$ cat src/rtl/decimal_req_arbiter.sv
// rtl/decimal_req_arbiter.sv - round-robin arbiter with hold-time limit and registered one-hot/binary grant
module decimal_req_arbiter #(
   parameter int N        = 10,
   parameter int IDX_W    = 4,
   parameter int MAX_HOLD = 8
) (
   input  logic             clk,
   input  logic             rst_n,
   input  logic [N-1:0]     req,
   output logic [N-1:0]     grant,
   output logic [IDX_W-1:0] grant_idx,
   output logic             grant_valid
);

   typedef enum logic {IDLE, GRANT} state_t;

   state_t           state, state_nx;
   logic [IDX_W-1:0] owner, owner_nx;
   logic [IDX_W-1:0] ptr, ptr_nx;
   logic [7:0]       hold_cnt, hold_nx;
   logic [N-1:0]     cand;
   logic [N-1:0]     grant_nx;
   logic             own_req;
   logic [IDX_W-1:0] sel;
   logic             sel_found;
   logic             load;

   // Candidates exclude the current owner so a timeout rotation never re-picks it.
   always_comb begin
      cand    = req;
      own_req = 1'b0;
      for (int i = 0; i < N; i++) begin
         if (state == GRANT && owner == IDX_W'(i)) begin
            cand[i] = 1'b0;
            own_req = req[i];
         end
      end
   end

   always_comb begin
      int j;
      sel       = '0;
      sel_found = 1'b0;
      j         = 0;
      for (int k = 0; k < N; k++) begin
         j = int'(ptr) + k;
         if (j >= N) j = j - N;
         if (!sel_found && cand[j]) begin
            sel_found = 1'b1;
            sel       = IDX_W'(j);
         end
      end
   end

   always_comb begin
      state_nx = state;
      owner_nx = owner;
      ptr_nx   = ptr;
      hold_nx  = hold_cnt;
      load     = 1'b0;
      case (state)
         IDLE: begin
            if (sel_found) load = 1'b1;
         end
         GRANT: begin
            if (!own_req) begin
               if (sel_found) begin
                  load = 1'b1;
               end else begin
                  state_nx = IDLE;
                  hold_nx  = '0;
               end
            end else if (hold_cnt < 8'(MAX_HOLD - 1)) begin
               hold_nx = hold_cnt + 8'd1;
            end else begin
               // Timeout: rotate if anyone else waits, otherwise keep the grant seamlessly.
               hold_nx = '0;
               if (sel_found) load = 1'b1;
            end
         end
         default: state_nx = IDLE;
      endcase
      if (load) begin
         state_nx = GRANT;
         owner_nx = sel;
         hold_nx  = '0;
         ptr_nx   = (sel == IDX_W'(N - 1)) ? '0 : sel + 1'b1;
      end
   end

   always_comb begin
      grant_nx = '0;
      for (int i = 0; i < N; i++) begin
         grant_nx[i] = (state_nx == GRANT) && (owner_nx == IDX_W'(i));
      end
   end

   always_ff @(posedge clk) begin
      if (!rst_n) begin
         state       <= IDLE;
         owner       <= '0;
         ptr         <= '0;
         hold_cnt    <= '0;
         grant       <= '0;
         grant_idx   <= '0;
         grant_valid <= 1'b0;
      end else begin
         state       <= state_nx;
         owner       <= owner_nx;
         ptr         <= ptr_nx;
         hold_cnt    <= hold_nx;
         grant       <= grant_nx;
         grant_idx   <= (state_nx == GRANT) ? owner_nx : '0;
         grant_valid <= (state_nx == GRANT);
      end
   end

endmodule

$ cat config.mk
export PLATFORM = sky130hd
export DESIGN_NAME = decimal_req_arbiter
export DESIGN_NICKNAME = d
export VERILOG_FILES = /design/src/rtl/decimal_req_arbiter.sv
export SDC_FILE = /design/constraint.sdc
export NUM_CORES = 1
export LEC_CHECK = 0
export BUFFER_PORTS_ARGS = -buffer_cell sky130_fd_sc_hd__buf_2
export CAP_MARGIN = 20
export CORE_ASPECT_RATIO = 0.7
export CORE_MARGIN = 8
export CORE_UTILIZATION = 50
export DETAILED_ROUTE_END_ITERATION = 6
export GPL_TIMING_DRIVEN = 0
export PLACE_DENSITY_LB_ADDON = 0.12
export RECOVER_POWER = 50
export SLEW_MARGIN = 20
export SYNTH_ARGS = -nofsm -noshare
export SYNTH_HDL_FRONTEND = slang
export SYNTH_SLANG_ARGS = --single-unit
export TNS_END_PERCENT = 50
$ cat constraint.sdc
create_clock -name clk -period 5.77 [get_ports clk]
set_clock_uncertainty 0.15 [all_clocks]
set_input_delay 1.731 -clock clk [delete_from_list [all_inputs] [get_ports clk]]
set_output_delay 1.731 -clock clk [all_outputs]
set_load 0.03 [all_outputs]
==> results of run 1 <==
[metal layers]
metal  track usage, %  wire length (um)  share of wire [%]  vias to the layer above
li1                 -                 -                  -                     2280
met1            35.53              6983                 45                     2336
met2            36.80              6371                 41                      241
met3            9.751              1933                 12                       18
met4            4.142               134               0.87                        2
met5                0                52               0.34                        -
[worst min-delay path by stage]
stage                startpoint     endpoint  slack (ps)
floorplan           hold_cnt[6]  hold_cnt[6]         270
global placement    hold_cnt[5]  hold_cnt[5]         290
detailed placement  hold_cnt[6]  hold_cnt[6]         290
CTS                 hold_cnt[6]  hold_cnt[6]         300
global route        hold_cnt[6]  hold_cnt[6]         340
finish              hold_cnt[6]  hold_cnt[6]         300
[through the flow]
| stage | worst slack (ps) | utilization [%] | hold WS, ps | instances |
|---|---|---|---|---|
| after global routing | -3.061 | 57.98 | 335.4 | 722 |
| after detailed placement | -321.7 | 54.58 | 291.5 | 710 |
| final | 207.6 | 57.98 | 297.7 | 722 |
| after floorplan | 994.7 | - | 270.5 | 579 |
| after global placement | -248.6 | 54.52 | 289.7 | 710 |
| after CTS | 2.209 | 56.47 | 301.9 | 717 |
[critical path: cells and delay by family, from the launching register on]
family          cells  cell delay [ps]
compound gates      4             1830
simple gates        5             1030
buf+inv             5              960
mux                 2              580
fa+ha+maj           2              520
flops               1              420
[flip-flops by register name, summed over array words and instances (netlist names)]
signal and cells:
grant 10, hold_cnt 8, grant_idx 4, owner 4
ptr 4, state 1
[timing repair]
item,CTS,global route
setup buffers,0,5
endpoints found under the setup margin,19,26
gates resized for setup,4,20
pin swaps,0,3
[cell families after synthesis]
logic type | after synthesis | synth area share [%]
xor+xnor | 11 | 2.403
buf+inv | 43 | 5.354
flops | 31 | 14.36
simple gates | 253 | 31.69
mux | 28 | 7.409
compound gates | 189 | 31.84
fa+ha+maj | 24 | 6.947
[final cells by class]
class	instances	area, um2	area share [%]
flip-flops and latches	31	625.6	12.83
multi-input cells	505	3588	73.61
clock inverters	1	5.005	0.1027
inverters	19	75.07	1.540
well taps	105	131.4	2.695
repair buffers	31	148.9	3.054
clock buffers	6	138.9	2.849
plain buffers	24	161.4	3.311
[placed cells by master, fill, tap and decap left out, types with 10 or more instances in the layout]
cell	instances
dfxtp_1	29
or2_2	11
o21ai_0	37
and2_1	15
nand3_1	17
nor2_1	59
a21oi_1	38
mux2i_1	14
nor3_1	27
nand2_1	44
buf_2	20
clkbuf_1	19
ha_1	24
o22ai_1	10
nor2b_1	10
inv_1	17
==> results list, run 1 <==
- Required time of the critical path: between 5000 and 6000 ps
* Layout cells sized above 1: roughly 17%
- The Yosys step of the flow raised 0 warnings.
- In this run, the number of DRC markers left after iteration 0 of detailed routing was about 460.
- Dividing the detail-routed wire length by the instance count gives 21.43 um.
- For the pin with the worst max-slew slack, the measured transition is 1134 ps.
* Drt pass-1 iters: 6
- Number of buffers added by the clock tree synthesis step: 5
* CP max FO: 11
- Delay of the slowest cell on the worst path: ~860 ps
- The final layout contains 653 nets.
* Primary flip-flop cell chosen by synthesis mapping: dfxtp_1
* Cells traversed along the worst timing path: buf_6 > inv_1 > ha_1 > inv_1 > ha_1 > buf_4 > and2_1 > a311oi_1 > mux2i_1 > nor3_1 > or3_1 > buf_6 > a211o_1 > a311oi_1 > o22ai_1 > mux2i_4 > nand3b_1 > nor3_1
* Worst-path clk slew: about 50 ps
* First-pass GRT wire length: 24390 um
* Total congestion overflow after global routing: 0
- Starting density of the core: between 50% and 60%
* Largest net degree at the start of global routing: 15
* Setup Crit Path Kind: reg2reg
* I/O pin count: 27
* Area post-placement: between 4000 and 5000 um2
* Count of distinct cell types in the synthesized netlist: 100
- The most common cell in the synthesized netlist is nor2_1.
- The number of global-route vias before repair is around 4600.
- Maximum achievable frequency: roughly 0.18 GHz
- Final antenna-violating net count: 0
- Mean instance size in the synthesized netlist: about 7.5 um2
* Antenna violations before repair: 0
- Setup crit start: ptr[2]
* Area of the mapped netlist: 4323 um2
- Yosys top cell area share: about 14%
- In this run the vertical extent of the chip is 93.80 um.
- Number of endpoints with negative hold slack in the final report: 0
* Worst R2R End: grant[4]
* Worst hold path depth: 1
- Post-synthesis sequential element count: 31
- Weighted congestion reported at the end of routability-driven placement: 1.032
- dfxtp_1 takes more of the synthesized area than any other cell.
* Design area: about 4900 um2
- Final setup fails: 0
* Crit path launch type: register
* DIE AREA: roughly 12000 um2
- CTS H-tree depth: 2
- Across all layers, the routed design uses approximately 5000 vias.
- Using the TritonRoute via totals, the vias-per-cell ratio works out to roughly 6.8.
* Post-detailed-route DRC marker count: 0
- Max-cap violations in this run came to 0.
* Seq/Total Area, Yosys: about 14%
* Ys async rst share: 0%
- Kind of path behind the tightest hold check: reg2reg
- Cell types with the largest area share after synthesis: dfxtp_1, ha_1, nor2_1
* Synthesized Nets: about 620
- Number of enable-type register cells in the synthesized netlist: 0
* Fill cell instance count of the final layout: 810
* Clock tree root buffer cell: clkbuf_16
* Kind of end point of the critical path: register
- The most critical setup path has its endpoint at grant[4].
- Crit path DAT: 5610 ps
- Placeable core region: roughly 8400 um2
- Antenna diode instance count: 0
- Worst-case clock buffer depth: 2
* Setup slack, reg-to-reg: between 200 and 250 ps
* Result of the run: finished, final reports clean
* Reg2reg start: ptr[2]
- Synth-to-Final Area Change: 12.76%
- Worst relative slew slack: 23.92%
- In the synthesized netlist, the cells that appear most often are nor2_1, nand2_1, a21oi_1, o21ai_0, dfxtp_1.
- Post-synthesis instance total: just under 600
* DIE WIDTH: roughly 130 um
- Counting cells, the worst reg-to-reg path comes to 18.
* Detailed placer's ending HPWL: around 12000 um
- The number of max-slew violations in the final report came to 0.
- Final setup TNS: 0 ps
- For the worst-skew pair, the clock arrives at the later sink with an insertion delay of around 280 ps.
* Clock tree from TritonCTS: built
* PortBufs: 26
* Site row count: 28
- The final critical path takes up about 96% of the cycle.
* Clock period minus final worst setup slack: ~5600 ps
- GRT Resource Usage Total: approximately 26%
* CTS sink cnt: 31
- Wire length after detailed routing: between 15000 and 20000 um
- The number of hold buffers added after CTS was 0.
- Slowest cell on the critical path: a311oi_1
Power of run 1 is left out: the tool's default activity adds up to more than one toggle a clock period on the data nets, which glitch-free logic cannot reach.
==> run 2, diff against run 1 <==
- ABC_AREA: unset -> 1
==> results list, run 2 <==
- Ys async rst share: 0%
- Clock period minus final worst setup slack: between 4000 and 5000 ps
- In this run the register-to-register setup slack is 910 ps.
- Vias in the first global route: roughly 3600
- The area growth from synthesis to layout is 9.067%.
* Max-slew violation total from the final report: 0
- Prior to clock tree synthesis, the placed netlist has a worst setup slack of about 1300 ps.
- The congestion estimate from routability-driven global placement came to 1.014.
- Yosys Warn Count: 0
* Cell types with the largest area share after synthesis: nand2_1, dfxtp_1, nand3_1
* Kind of end point of the critical path: register
- Hold repair after CTS inserted 0 buffers.
* Number of buffers added by the clock tree synthesis step: 5
- Largest net degree at the start of global routing: 16
- The number of failing hold endpoints at the final stage was 0.
- After synthesis, the most frequently instantiated cells are nand2_1, nand3_1, inv_1.
* Design area: 4184 um2
* Commonest non-fill, non-tap cell in the layout: nand2_1
- TritonCTS built the clock tree.
- For the worst setup path, the data required time is about 5800 ps.
- Vias after detailed routing: between 4000 and 5000
* Layer carrying the most global-route usage: met1
* Primary flip-flop cell chosen by synthesis mapping: dfxtp_1
- Kind of path behind the tightest hold check: reg2reg
- Largest Register: grant
* Synthesized Nets: between 600 and 700
- Summed over all layers, the routed wires come to around 12000 um.
- The number of antenna violations at the first check in global routing was 0.
* PostCTS Resize Cnt: 0
* Largest regs: grant: 10 flops, hold_cnt: 8 flops
* Detailed placer's ending HPWL: 9413 um
* Later-pin clock latency in the skew report: slightly below 300 ps
- Tcrit/Tclk final: around 84%
- The detailed router finished its first iteration with about 470 violations.
* GRT Resource Usage Total: a little over a fifth
- The share of synthesized area in the top cell type comes to a little over a fifth.
* Result of the run: finished, final reports clean
* Layout cells sized above 1: between 15 and 20%
* Number of enable-type register cells in the synthesized netlist: 0
* DIE WIDTH: between 100 and 150 um
* Post-detailed-route DRC marker count: 0
* CTS sink cnt: 31
- Commonest cells after routing, fill and taps aside: nand2_1, nand3_1, inv_1
* Fraction of met2 tracks used by global routing: 30.17%
- Cell type with the highest aggregate area in the netlist: nand2_1
- Along the worst path, the maximum fanout reaches 15.
- Buffers placed on the I/O ports in this run total 26.
* Max FFs per register: 10
* Final critical-path setup slack: roughly 910 ps
* Drt pass-1 iters: 7
- Crit path launch type: register
- For this configuration, the core starts out at a cell density of 52.18%.
- Tracing the worst setup path back leads to its startpoint at ptr[1].
- Setup Crit Path Kind: reg2reg
* Maximum achievable frequency: slightly above 0.2 GHz
- Worst hold slack: between 200 and 300 ps
* Final antenna-violating net count: 0
- Across the run, the number of max-cap violations was 0.
- Count of distinct cell types in the synthesized netlist: 43
- Termination of the worst setup path: ptr[2]
- Worst R2R End: ptr[2]
* Chip Height: 89.29 um
* Antenna diode instance count: 0
- Crit path DAT: a little under 5000 ps
- Total congestion overflow after global routing: 0
- The most common cell in the synthesized netlist is nand2_1.
- Wire length per cell: around 15 um
- Setup violations remaining at the end of the flow were counted as 0.
- Worst-case clock buffer depth: 2
* Clock tree root buffer cell: clkbuf_8
* Mean instance size in the synthesized netlist: between 5 and 6 um2
* Post-synthesis instance total: between 600 and 700
* Area post-placement: slightly above 4000 um2
* M1 GR Usage: between 30 and 40%
* Final setup TNS: 0 ps
- Depth of the worst register-to-register path: 24
* Via-to-Cell Ratio: between 5 and 6
- Site row count: 26
- The core region is around 7400 um2.
- The first global-routing pass estimated around 18000 um of wire.
- The synthesized netlist occupies a cell area of around 3800 um2.
* Reg2reg start: ptr[1]
- Global routing consumed, on the met3 layer, roughly 3.7% of the routing resources.
- Seq/Total Area, Yosys: roughly 16%
* Worst relative slew slack: between 50% and 60%
* Total Nets Final: roughly 730
- Source of the worst hold timing path: hold_cnt[4]
* I/O pin count: 27
- The H-tree was split into 2 levels.
- DIE AREA: 10780 um2
- Once the clock tree was built, the setup fixing pass inserted 0 buffers.
* Measured slew at the worst slew-check pin: approximately 710 ps
- Clock-pin slew was measured on the worst setup and hold paths at 70 ps.
- RSZ-0062 raised after global routing: false
- Post-synthesis sequential element count: 31
-- run 2: changes by cell type in the layout (fill, tap and decap cells not counted), moves of 10 or more --
cell	change
a21oi_1	-23
inv_1	+51
nor2b_1	-10
o21ai_0	-23
nor3_1	-22
and2_1	-14
nand2_1	+170
or2_2	-10
nand3_1	+71
nand2_2	+22
mux2i_1	-14
inv_2	+17
-- run 2: stage by stage --
step	std cells	utilization [%]
after global routing	788	56.91
after CTS	788	57.22
after floorplan	656	-
final	788	56.91
after detailed placement	780	55.62
after global placement	780	55.62
-- run 2: final cells by class --
class,count,area [um2]
fill,764,3168
multi-input combinational,528,2829
sequential,31,620.6
inverter,89,336.6
tap,98,122.6
timing repair buffer,26,111.4
clock buffer,6,82.58
buffer,8,46.29
clock inverter,2,35.03
-- run 2: cell families after synthesis --
kind of cell / synth area share (%)
buffers and inverters: 10.01
XOR/XNOR: 2.903
AO/OA/AOI/OAI: 9.198
AND/OR/NAND/NOR: 53.88
flip-flops: 16.18
adder cells (fa/ha/maj): 7.828
-- run 2: critical path, stage by stage (launching register included) --
cell      delay (ps)
dfxtp_1          450
inv_2            100
clkbuf_1         550
ha_1             420
buf_2            230
nor2_2           180
nand3_1          130
a21oi_1          150
nand2_1          160
xor2_1           420
clkinv_1         190
nand2_1           90
nand3_1           90
nand2_1           90
nand2_1           50
o21ai_0          240
nand4_2          250
nand2_1          100
nand2_1           50
nand2_1          130
nand3_1          150
nand2_1           80
nand2_1           60
nand3_1          140
nand2_1           70
-- run 2: worst min-delay path by stage --
stage / end / slack [ps] / depth (start not counted)
floorplan: hold_cnt[4] / 270 / 2
global placement: hold_cnt[4] / 280 / 2
detailed placement: hold_cnt[4] / 280 / 2
CTS: hold_cnt[4] / 290 / 2
global route: hold_cnt[4] / 320 / 2
finish: hold_cnt[4] / 290 / 2
-- run 2: routing by layer --
| metal | up-vias | part of all wire (%) |
|---|---|---|
| met3 | 10 | 10 |
| met1 | 1956 | 50 |
| met4 | 0 | 0.68 |
| met5 | - | 0 |
| met2 | 213 | 39 |
| li1 | 2167 | - |
Power of run 2 is left out for the same reason.
==> run 3, diff against run 2 <==
- clock period: 5.77 -> 4.4 ns (I/O delays scaled with it)
==> results list, run 3 (synthesis gave the netlist of run 2 again) <==
- In this run the tool buffered the top-level ports with 26 buffer cells.
- Max-cap violations in this run came to 0.
- Dividing the detail-routed wire length by the instance count gives ~15 um.
- Number of endpoints with negative hold slack in the final report: 0
- Reg2reg start: ptr[0]
- Chip Height: slightly below 90 um
* CP max FO: 11
- Subtracting the final worst setup slack from the clock period gives between 4000 and 5000 ps.
* Starting density of the core: between 50% and 60%
- Commonest non-fill, non-tap cell in the layout: nand2_1
- The number of max-slew violations in the final report is 0.
- The tightest min-delay check is of the reg2reg type.
- Worst hold slack: between 200 and 300 ps
- The number of antenna violations at the first check in global routing was 0.
- Largest regs: grant: 10 flops, hold_cnt: 8 flops
* Largest net degree at the start of global routing: 16
- Later-pin clock latency in the skew report: 290 ps
- Via-to-Cell Ratio: between 5 and 6
* Vias in the first global route: 3645
* Crit path launch type: register
- Global routing used a little over a fifth of the available tracks across all layers.
* Synth-to-Final Area Change: 10.34%
* Violation count after the first detailed-route iteration: approximately 450
- Counting flops per register, the top entry is grant.
* DIE AREA: around 11000 um2
- Total Nets Final: slightly above 700
- Measured slew at the worst slew-check pin: around 570 ps
- TritonCTS created 5 clock buffers.
* Drt pass-1 iters: 5
- The core region is 7352 um2.
* Worst-path clk slew: about 70 ps
- Kind of end point of the critical path: register
* DIE WIDTH: approximately 120 um
* Post-detailed-route DRC marker count: 0
- Clock tree from TritonCTS: built
* Weighted congestion reported at the end of routability-driven placement: roughly 1.0
- In the final layout, the share of cells above drive strength 1 is between 10% and 20%.
- Summed over all layers, the global routing overflow is 0.
- The first global-routing pass estimated 18470 um of wire.
- The worst register-to-register path ends at grant[1].
- Clock tree root buffer cell: clkbuf_8
- Source of the worst hold timing path: hold_cnt[4]
- Worst relative slew slack: between 60% and 70%
* Depth of the worst register-to-register path: 24
- Site row count: 26
- The worst path uses between 90% and 100% of the clock period.
- Result of the run: finished, final reports clean
* Commonest cells after routing, fill and taps aside: nand2_1, nand3_1, inv_1
* I/O pin count: 27
- Setup Crit Path Kind: reg2reg
* Wire length after detailed routing: about 12000 um
* Vias after detailed routing: 4374
- The detail route stage leaves a number of antenna-violating nets equal to 0.
- Detailed placement ended at an HPWL of roughly 9400 um.
- The worst hold path terminates at hold_cnt[4].
* Max FFs per register: 10
- Worst-case clock buffer depth: 2
- The clock tree synthesis step divided the H-tree into 2 levels.
- RSZ-0062 raised after global routing: true
- Crit path DAT: 4140 ps
- After clock tree synthesis, the flow added hold-fix buffers numbering 0.
- Antenna diode instance count: 0
* CTS sink cnt: 31
* Maximum achievable frequency: between 0.2 and 0.25 GHz
- Setup violations remaining at the end of the flow were counted as 0.
- Worst hold path depth: 2
- Setup slack, reg-to-reg: roughly 280 ps
- Required time of the critical path: 4430 ps
run 3: cell types whose count changed in the layout (fill, tap and decap cells not counted), moves of 2 or more:
cell	previous run	this run
dfxtp_2	0	2
buf_4	3	7
nand2_1	214	212
buf_2	15	13
nand2_2	22	24
dfxtp_1	31	28
run 3: worst max-delay path by stage:
stage               startpoint       end  slack [ps]  cells after the start
finish                  ptr[0]  grant[1]         280                     24
global route            ptr[1]  grant[1]         -90                     27
CTS                     ptr[1]  grant[1]          50                     24
detailed placement      ptr[1]  grant[1]         -10                     25
global placement        ptr[1]    ptr[2]         120                     24
floorplan               ptr[1]  grant[0]         850                     24
run 3: area by class of cell:
class                   count  area (um2)
flip-flops and latches     31       626.9
inverters                  89       336.6
repair buffers             28       126.4
well taps                  98       122.6
clock inverters             2       35.03
plain buffers               8       55.05
clock buffers               6       82.58
multi-input cells         528        2848
fillers                   762        3119
run 3: per-layer routing:
metal  global-route usage [%]  up-vias  part of all wire [%]  wire [um]
met2                    30.17      196                    38       4486
li1                         -     2171                     -          -
met1                    33.59     1999                    50       5774
met5                        0        -                     0          0
met3                    3.722        8                    11       1314
met4                    2.822        0                  0.69         80
run 3: timing repair:
action | CTS | global route
gates resized for setup | 1 | 12
pin swaps | 0 | 1
setup endpoints to repair | 6 | 30
setup buffers | 0 | 2
run 3: worst max-delay path, cell delays in order (launching register included):
cell and delay (ps):
dfxtp_2 400, inv_2 130, buf_4 210, ha_2 380, buf_4 200, inv_2 120, ha_1 320, inv_1 100
o21ai_1 150, nand3_2 120, nand3_2 80, nand2_2 100, nand3_2 140, nor2_4 140, nand4_4 110, nor2_4 180
nand2_2 80, nor2_4 160, inv_2 90, nand2_8 100, inv_4 60, nand3_1 130, nand2_1 110, nand2_1 150
nor2_1 80
run 3: per-stage QoR:
step	instance area (um2)	std cells	setup TNS [ps]	setup slack, ps	utilization, %
floorplan	3836	656	0	851.0	-
global placement	4089	780	0	122.5	55.62
detailed placement	4089	780	-20.29	-11.20	55.62
CTS	4214	788	0	46.41	57.32
global route	4233	790	-515.3	-85.17	57.57
finish	4233	790	0	282.7	57.57
Power of run 3 is left out for the same reason.
